<file path="src/rtl/pixel_rr_arbiter_pkg.sv">
// Shared types and constants for the four-source round-robin pixel arbiter.
// Optional burst lock is enabled with the PIXEL_ARB_BURST_LOCK_EN macro.
package pixel_rr_arbiter_pkg;

  localparam int unsigned NUM_SRC = 4;
  localparam int unsigned SRC_W   = 2;

  typedef enum logic {
    ARB  = 1'b0,
    LOCK = 1'b1
  } arb_state_t;

  localparam logic [SRC_W-1:0] PTR_RST     = '0;
  localparam logic [SRC_W-1:0] OUT_SRC_RST = '0;

  // Next source index with natural 2-bit wrap (3 -> 0).
  function automatic logic [SRC_W-1:0] next_idx(input logic [SRC_W-1:0] idx);
    return idx + SRC_W'(1);
  endfunction

endpackage

</file>
<file path="src/rtl/pixel_rr_arbiter_rr_pick4.sv">
// Combinational rotating-priority picker: first valid source at or after ptr.
module rr_pick4
  import pixel_rr_arbiter_pkg::*;
(
  input  logic [NUM_SRC-1:0] req_valid,
  input  logic [SRC_W-1:0]   ptr,
  output logic [SRC_W-1:0]   grant,
  output logic               any_valid
);

  logic [SRC_W-1:0] idx;

  // Walk from the farthest candidate back to ptr so the nearest valid one wins.
  always_comb begin
    grant     = ptr;
    idx       = '0;
    any_valid = |req_valid;
    for (int k = NUM_SRC - 1; k >= 0; k--) begin
      idx = ptr + SRC_W'(k);
      if (req_valid[idx]) grant = idx;
    end
  end

endmodule

</file>
<file path="src/rtl/pixel_rr_arbiter.sv">
// Four-source round-robin arbiter feeding a one-entry registered pixel output stage.
// Define PIXEL_ARB_BURST_LOCK_EN to hold the grant until the owner flags req_last.
module pixel_rr_arbiter
  import pixel_rr_arbiter_pkg::*;
#(
  parameter int unsigned WIDTH = 10
) (
  input  logic                clk,
  input  logic                rst,
  input  logic [NUM_SRC-1:0]  req_valid,
  input  logic [NUM_SRC-1:0]  req_last,
  input  logic [WIDTH-1:0]    req_data0,
  input  logic [WIDTH-1:0]    req_data1,
  input  logic [WIDTH-1:0]    req_data2,
  input  logic [WIDTH-1:0]    req_data3,
  output logic [NUM_SRC-1:0]  req_ready,
  output logic                out_valid,
  output logic [WIDTH-1:0]    out_data,
  output logic [SRC_W-1:0]    out_src,
  input  logic                out_ready,
  output logic [SRC_W-1:0]    sel
);

  arb_state_t       state_q, state_d;
  logic [SRC_W-1:0] ptr_q, ptr_d;
  logic [SRC_W-1:0] sel_q;
  logic [SRC_W-1:0] pick_grant;
  logic             any_valid;
  logic [SRC_W-1:0] grant;
  logic             grant_valid;
  logic             load_en;
  logic             xfer;
  logic [WIDTH-1:0] data_mux;

`ifdef PIXEL_ARB_BURST_LOCK_EN
  logic [SRC_W-1:0] owner_q, owner_d;
`else
  logic             unused_last;
  assign unused_last = ^req_last;
`endif

  rr_pick4 u_pick (
    .req_valid (req_valid),
    .ptr       (ptr_q),
    .grant     (pick_grant),
    .any_valid (any_valid)
  );

  // Grant resolution, handshake and select; nothing is accepted while reset is held.
  always_comb begin
`ifdef PIXEL_ARB_BURST_LOCK_EN
    grant = (state_q == LOCK) ? owner_q : pick_grant;
`else
    grant = pick_grant;
`endif
    grant_valid = req_valid[grant];
    load_en     = !out_valid || out_ready;
    xfer        = !rst && load_en && grant_valid;
    req_ready   = xfer ? (NUM_SRC'(1) << grant) : '0;
    sel         = (any_valid || (state_q == LOCK)) ? grant : sel_q;
  end

  always_comb begin
    case (grant)
      2'd0:    data_mux = req_data0;
      2'd1:    data_mux = req_data1;
      2'd2:    data_mux = req_data2;
      default: data_mux = req_data3;
    endcase
  end

  // Next-state: pointer moves past the winner in ARB, past the owner on burst end.
  always_comb begin
    state_d = state_q;
    ptr_d   = ptr_q;
`ifdef PIXEL_ARB_BURST_LOCK_EN
    owner_d = owner_q;
    case (state_q)
      ARB: begin
        if (xfer) begin
          ptr_d = next_idx(grant);
          if (!req_last[grant]) begin
            state_d = LOCK;
            owner_d = grant;
          end
        end
      end
      LOCK: begin
        if (xfer && req_last[owner_q]) begin
          state_d = ARB;
          ptr_d   = next_idx(owner_q);
        end
      end
      default: state_d = ARB;
    endcase
`else
    state_d = ARB;
    if (xfer) ptr_d = next_idx(grant);
`endif
  end

  always_ff @(posedge clk or posedge rst) begin
    if (rst) begin
      state_q <= ARB;
      ptr_q   <= PTR_RST;
      sel_q   <= '0;
    end else begin
      state_q <= state_d;
      ptr_q   <= ptr_d;
      sel_q   <= sel;
    end
  end

`ifdef PIXEL_ARB_BURST_LOCK_EN
  always_ff @(posedge clk or posedge rst) begin
    if (rst) owner_q <= '0;
    else     owner_q <= owner_d;
  end
`endif

  // One-entry output stage; drains and reloads in the same cycle when out_ready is high.
  always_ff @(posedge clk or posedge rst) begin
    if (rst) begin
      out_valid <= 1'b0;
      out_data  <= '0;
      out_src   <= OUT_SRC_RST;
    end else if (load_en) begin
      out_valid <= xfer;
      if (xfer) begin
        out_data <= data_mux;
        out_src  <= grant;
      end
    end
  end

endmodule
</file>
<file path="config.mk">
export PLATFORM = sky130hd
export DESIGN_NAME = pixel_rr_arbiter
export DESIGN_NICKNAME = d
export VERILOG_FILES = /design/src/rtl/pixel_rr_arbiter_pkg.sv /design/src/rtl/pixel_rr_arbiter_rr_pick4.sv /design/src/rtl/pixel_rr_arbiter.sv
export SDC_FILE = /design/constraint.sdc
export NUM_CORES = 1
export LEC_CHECK = 0
export CAP_MARGIN = 15
export CORE_MARGIN = 3
export CORE_UTILIZATION = 40
export DETAILED_ROUTE_END_ITERATION = 10
export MAX_ROUTING_LAYER = met4
export PLACE_DENSITY = 0.85
export RECOVER_POWER = 25
export SLEW_MARGIN = 20
export SYNTH_ARGS = -nofsm -noshare
export SYNTH_HDL_FRONTEND = slang
export SYNTH_SLANG_ARGS = --single-unit
</file>
<file path="constraint.sdc">
create_clock -name clk -period 4.4 [get_ports clk]
set_input_delay 1.1 -clock clk [delete_from_list [all_inputs] [get_ports clk]]
set_output_delay 1.1 -clock clk [all_outputs]
set_load 0.05 [all_outputs]
</file>
# [Word-level counts from Yosys, hierarchy flattened]
# Cells that the tools add are included.
[op_classes] add_sub_neg=4 n_lt_le_gt_ge=5 n_eq_ne=2 n_shift=1 muxes=17 n_reduce_logical=8
[op_table] cell="10-bit case mux with 3 select lines" count=1
[op_table] cell="2-bit by 3-bit < comparator with 1-bit output, second input constant" count=5
[op_table] cell="1-bit binary-select mux with 2-bit select" count=5
[op_table] cell="2-bit two-way mux" count=5
[op_table] cell="1-bit two-way mux" count=5
[op_table] cell="2-bit by 1-bit adder with 2-bit output, second input constant" count=2
[op_table] cell="2-bit adder, second input constant" count=2
[op_table] cell="4-bit two-way mux" count=1
[op_table] cell="4-bit OR reduction" count=1
[op_table] cell="1-bit by 2-bit << shifter with 4-bit output, first input constant" count=1
[op_table] cell="2-bit by 1-bit == test with 1-bit output, second input constant" count=1
[op_table] cell="2-bit == test, second input constant" count=1
[op_table] cell="1-bit logical AND" count=2
[op_table] cell="1-bit zero test" count=2
[op_table] cell="2-bit zero test" count=1
[op_table] cell="2-bit AND reduction" count=1
[op_table] cell="1-bit logical OR" count=1
[totals] ff_bits=17 in_bits=51 out_inout_bits=19 word_cells=42

# [Logic depth before layout (Yosys ltp)]
[depth] ltp_word=11 mapped_depth=7 depth_no_buf=5

# [Cells and area by module]
# A second synthesis with hierarchy kept.
[unflattened] cells_unflattened=106 area_unflattened_um2=1134.8
[modules_own_cells] mod="pixel_rr_arbiter" instances=1 cells_per_inst=90 area_each_um2=1034.7 seq_area_each_um2=425.4
[modules_own_cells] mod="rr_pick4" instances=1 cells_per_inst=16 area_each_um2=100.1 seq_area_each_um2=0.0

# [Worst setup path before layout]
# Ideal clock, no wire load.
[synth_path] path_kind="in2out" from="input port req_valid[3]" to="output port sel[0]" arrival_time_ps=3198 required_ps=3300 setup_slack_ps=102 stages=4 path_buffers=1 cell_sequence="buf_2 -> o21bai_1 -> a21oi_1 -> o41ai_1"
[synth_via] elab_chain_len=7 word_cells_on_any_way=14 classes_between="mux: 13; reduce/logical: 1"
[synth_lines] item="start, declared" line="pixel_rr_arbiter.sv:10" source="input logic [NUM_SRC-1:0] req_valid,"
[synth_lines] item="1-bit binary-select mux with 2-bit select" line="pixel_rr_arbiter_rr_pick4.sv:20" source="if (req_valid[idx]) grant = idx;"
[synth_lines] item="1-bit two-way mux (not written as such)" line="pixel_rr_arbiter_rr_pick4.sv:20"
[synth_lines] item="2-bit two-way mux (4 in series)" line="pixel_rr_arbiter_rr_pick4.sv:20"
[synth_lines] item="2-bit two-way mux (*)" line="pixel_rr_arbiter.sv:60" source="sel = (any_valid || (state_q == LOCK)) ? grant : sel_q;"
[synth_lines] item="end, declared" line="pixel_rr_arbiter.sv:21" source="output logic [SRC_W-1:0] sel"
# Mark *: on every way between the ends. The rest lies on a longest branch, timed or not. The select of a mux whose other input is x is not followed.

# [Worst setup path in the final report]
[layout_path] from="input port req_valid[3]" to="output port sel[1]"
# Same word-level chain as after synthesis.

==> impl_metrics.sql <==
INSERT INTO impl_metrics (metric_group, metric, value, unit) VALUES
('logic_synthesis', 'synthTopCellsByArea', 'sky130_fd_sc_hd__dfrtp_1, sky130_fd_sc_hd__mux4_2, sky130_fd_sc_hd__mux4_1, sky130_fd_sc_hd__mux2_4, sky130_fd_sc_hd__mux2_2', ''),
('timing', 'measured_slew_at_the_worst_slew_check_pin', '0.664', 'ns'),
('detailed_routing', 'drt_iter0_markers', '18', ''),
('hold_path', 'hold_path_class', 'flop to flop', ''),
('floorplan', 'fp.dieW', '59.8', 'um'),
('global_routing', 'first_global_vias', '1131', ''),
('logic_synthesis', 'avgSynthCellArea', '12.7', 'sq um'),
('global_routing', 'busiest_layer', 'met2', ''),
('clocking', 'cts-htree-levels', '1', ''),
('setup_path', 'worstSetupPathType', 'input port to primary output', ''),
('setup_path', 'crit_path_max_incr_delay', '0.66', 'ns'),
('clocking', 'clkSlewWorstSetupHoldPaths', '0.10', 'ns'),
('setup_path', 'critical_path.reg2reg.endpoint', 'out_data[1]', ''),
('detailed_routing', 'detail-route-antenna-nets', '0', ''),
('logic_synthesis', 'count_of_unique_library_cells_instantiated_by_yosys', '34', ''),
('logic_synthesis', 'share_of_synthesized_flip_flops_with_an_asynchronous_set_or_reset', '1.00', ''),
('floorplan', 'fp.coreArea', '2610', 'sq um'),
('timing', 'clock_tree_skew_after_final_layout', '0.00174', 'ns'),
('setup_path', 'crit_path_start_kind', 'input port', ''),
('detailed_routing', 'routed_wire_length', '3110', 'um'),
('finish', 'finalNetCount', '212', ''),
('logic_synthesis', 'syn-instance-count', '91', ''),
('setup_path', 'worst-r2r-setup-slack', '1.96', 'ns'),
('setup_path', 'crit_slowest_cell', 'sky130_fd_sc_hd__clkdlybuf4s50_1', ''),
('logic_synthesis', 'number_of_synthesized_flops_with_an_enable_pin', '0', ''),
('global_routing', 'combined_global_route_utilization_of_all_metal_layers', '0.197', ''),
('hold_path', 'hp-start', 'out_src[0]', ''),
('clocking', 'cts_tree', 'built', ''),
('clocking', 'postCtsSetupBuffers', '0', ''),
('timing', 'timing.fmax', '0.236', 'GHz'),
('run_status', 'run_status', 'finished, final reports clean', ''),
('placement', 'worst_setup_slack_post_dpl', '0.164', 'ns'),
('clocking', 'clk_root_buffer_cell', 'sky130_fd_sc_hd__clkbuf_4', ''),
('setup_path', 'arrival', '3.13', 'ns'),
('logic_synthesis', 'synth.cells.most_frequent', 'sky130_fd_sc_hd__dfrtp_1, sky130_fd_sc_hd__a21oi_1, sky130_fd_sc_hd__inv_1, sky130_fd_sc_hd__mux2_4, sky130_fd_sc_hd__mux4_2', ''),
('floorplan', 'die_height', '59.8', 'um'),
('setup_path', 'worst_r2r_path_depth', '6', ''),
('setup_path', 'cpMostUsedCell', 'sky130_fd_sc_hd__a21oi_1', ''),
('global_routing', 'grt_first_pass_wirelength', '4970', 'um'),
('logic_synthesis', 'netlist_area', '1160', 'sq um'),
('detailed_routing', 'average_routed_wire_per_standard_cell', '16.4', 'um'),
('logic_synthesis', 'ys_warn_count', '0', ''),
('timing', 'report.final.setup_viol', '0', ''),
('timing', 'tns', '0', 'ns'),
('timing', 'slew-limit-headroom', '0.552', ''),
('placement', 'place.detailed.hpwl', '2570', 'um'),
('placement', 'gp_congestion', '0.791', ''),
('global_routing', 'grt_max_degree', '18', ''),
('setup_path', 'crit_chain', 'clkdlybuf4s50_1 -> o21bai_1 -> a21oi_1 -> nor3_2 -> mux2i_1 -> a21oi_1 -> buf_12', ''),
('run', 'number_of_max_capacitance_violations_reported', '0', ''),
('logic_synthesis', 'synth_flop_cell', 'sky130_fd_sc_hd__dfrtp_1', ''),
('global_routing', 'gr_util_met2', '0.346', ''),
('power', 'power_leakage', '0.804', 'nW'),
('setup_path', 'critPathMaxFanout', '11', ''),
('setup_path', 'critical_path.top_delay_family', 'buffers and inverters', ''),
('logic_synthesis', 'postSynthRegisterBits', '17', ''),
('logic_synthesis', 'synth_area_leader_cell', 'sky130_fd_sc_hd__dfrtp_1', ''),
('clocking', 'postCtsHoldBufs', '0', ''),
('timing', 'rsz_0062_raised_after_global_routing', 'no', ''),
('clocking', 'cts_resized', '0', ''),
('logic_synthesis', 'yosys.area.top_type_share', '0.368', ''),
('power', 'ir_worst_vdd', '0.513', 'mV'),
('hold_path', 'hold_path_depth', '1', ''),
('global_routing', 'global_routing_met3_resource_utilization', '0.0583', ''),
('timing', 'final.setup.worst_slack', '0.167', 'ns'),
('finish', 'area_growth', '65.7', '%'),
('clocking', 'cts_buffer_depth', '2', ''),
('timing', 'finalHoldViolCount', '0', ''),
('floorplan', 'num_rows', '18', ''),
('floorplan', 'initial_utilization', '0.443', ''),
('detailed_routing', 'drtPass1Iterations', '4', '');
flip-flops by register name (all words and copies together), names as in the netlist:
name       cells
out_data      10
out_src        2
out_valid      1
ptr_q          2
sel_q          2
stage by stage:
step / cells / hold slack, ns / power [W] / area [sq um] / utilization
after CTS: 190 / 0.498 / 0.00115 / 1920 / 0.733
after global placement: 186 / 0.470 / 0.00105 / 1890 / 0.723
after global routing: 190 / 0.510 / 0.00120 / 1920 / 0.733
after detailed placement: 186 / 0.464 / 0.00106 / 1890 / 0.723
final: 190 / 0.498 / 0.00114 / 1920 / 0.733
after floorplan: 91 / 0.599 / 0.000784 / 1160 / -
routing by layer:
metal  vias up  wire [um]  part of all wire
met4         0         22            0.0071
met5         -          0                 0
li1        488          -                 -
met1       486       1190              0.38
met2        47       1690              0.54
met3         2        210             0.067
kinds of logic (layout without fill, tap and decap cells):
logic type	Yosys count	after routing	synth area share
AOI/OAI and AO/OA	21	21	0.143
and+or+nand+nor	20	20	0.106
muxes	21	21	0.333
DFF	17	17	0.368
buffers and inverters	12	81	0.0498
where the power goes:
group	internal [W]	total (W)	switching, W
Clock	0.0000353	0.0000860	0.0000507
Combinational	0.000360	0.000780	0.000421
Sequential	0.000227	0.000274	0.0000471
Total	0.000622	0.00114	0.000519
layout by cell type (no fill, tap or decap), drive strengths merged:
master	n
and2	1
o21bai	1
or2	1
nor3	3
o21a	2
mux2	10
and3	1
o41ai	2
mux2i	1
nand2	4
nand2b	2
mux4	10
o21ai	3
nor2b	2
buf	12
dlygate4sd3	1
and3b	1
a22o	2
a21o	2
nor2	3
and2b	1
inv	6
clkdlybuf4s50	58
or2b	1
dfrtp	17
clkbuf	4
a221oi	1
a21oi	6
o41a	1
a2111oi	1
layout make-up:
cell class	count	area, sq um	area share
tap	30	37.5	0.0196
clock buffer	4	26.3	0.0137
timing repair buffer	71	731	0.381
inverter	6	22.5	0.0118
multi-input combinational	62	673	0.351
sequential	17	425	0.222
how the worst max path moves through the flow:
stage | cells after the start | slack, ns | startpoint | to
finish | 7 | 0.17 | req_valid[3] | sel[1]
detailed placement | 7 | 0.16 | req_valid[3] | sel[1]
global placement | 7 | 0.23 | req_valid[3] | sel[1]
CTS | 7 | 0.16 | req_valid[3] | sel[1]
floorplan | 4 | 0.10 | req_valid[3] | sel[0]
global route | 8 | 0.02 | req_valid[3] | sel[0]
Note: power is estimated with default switching activity, not from simulation.
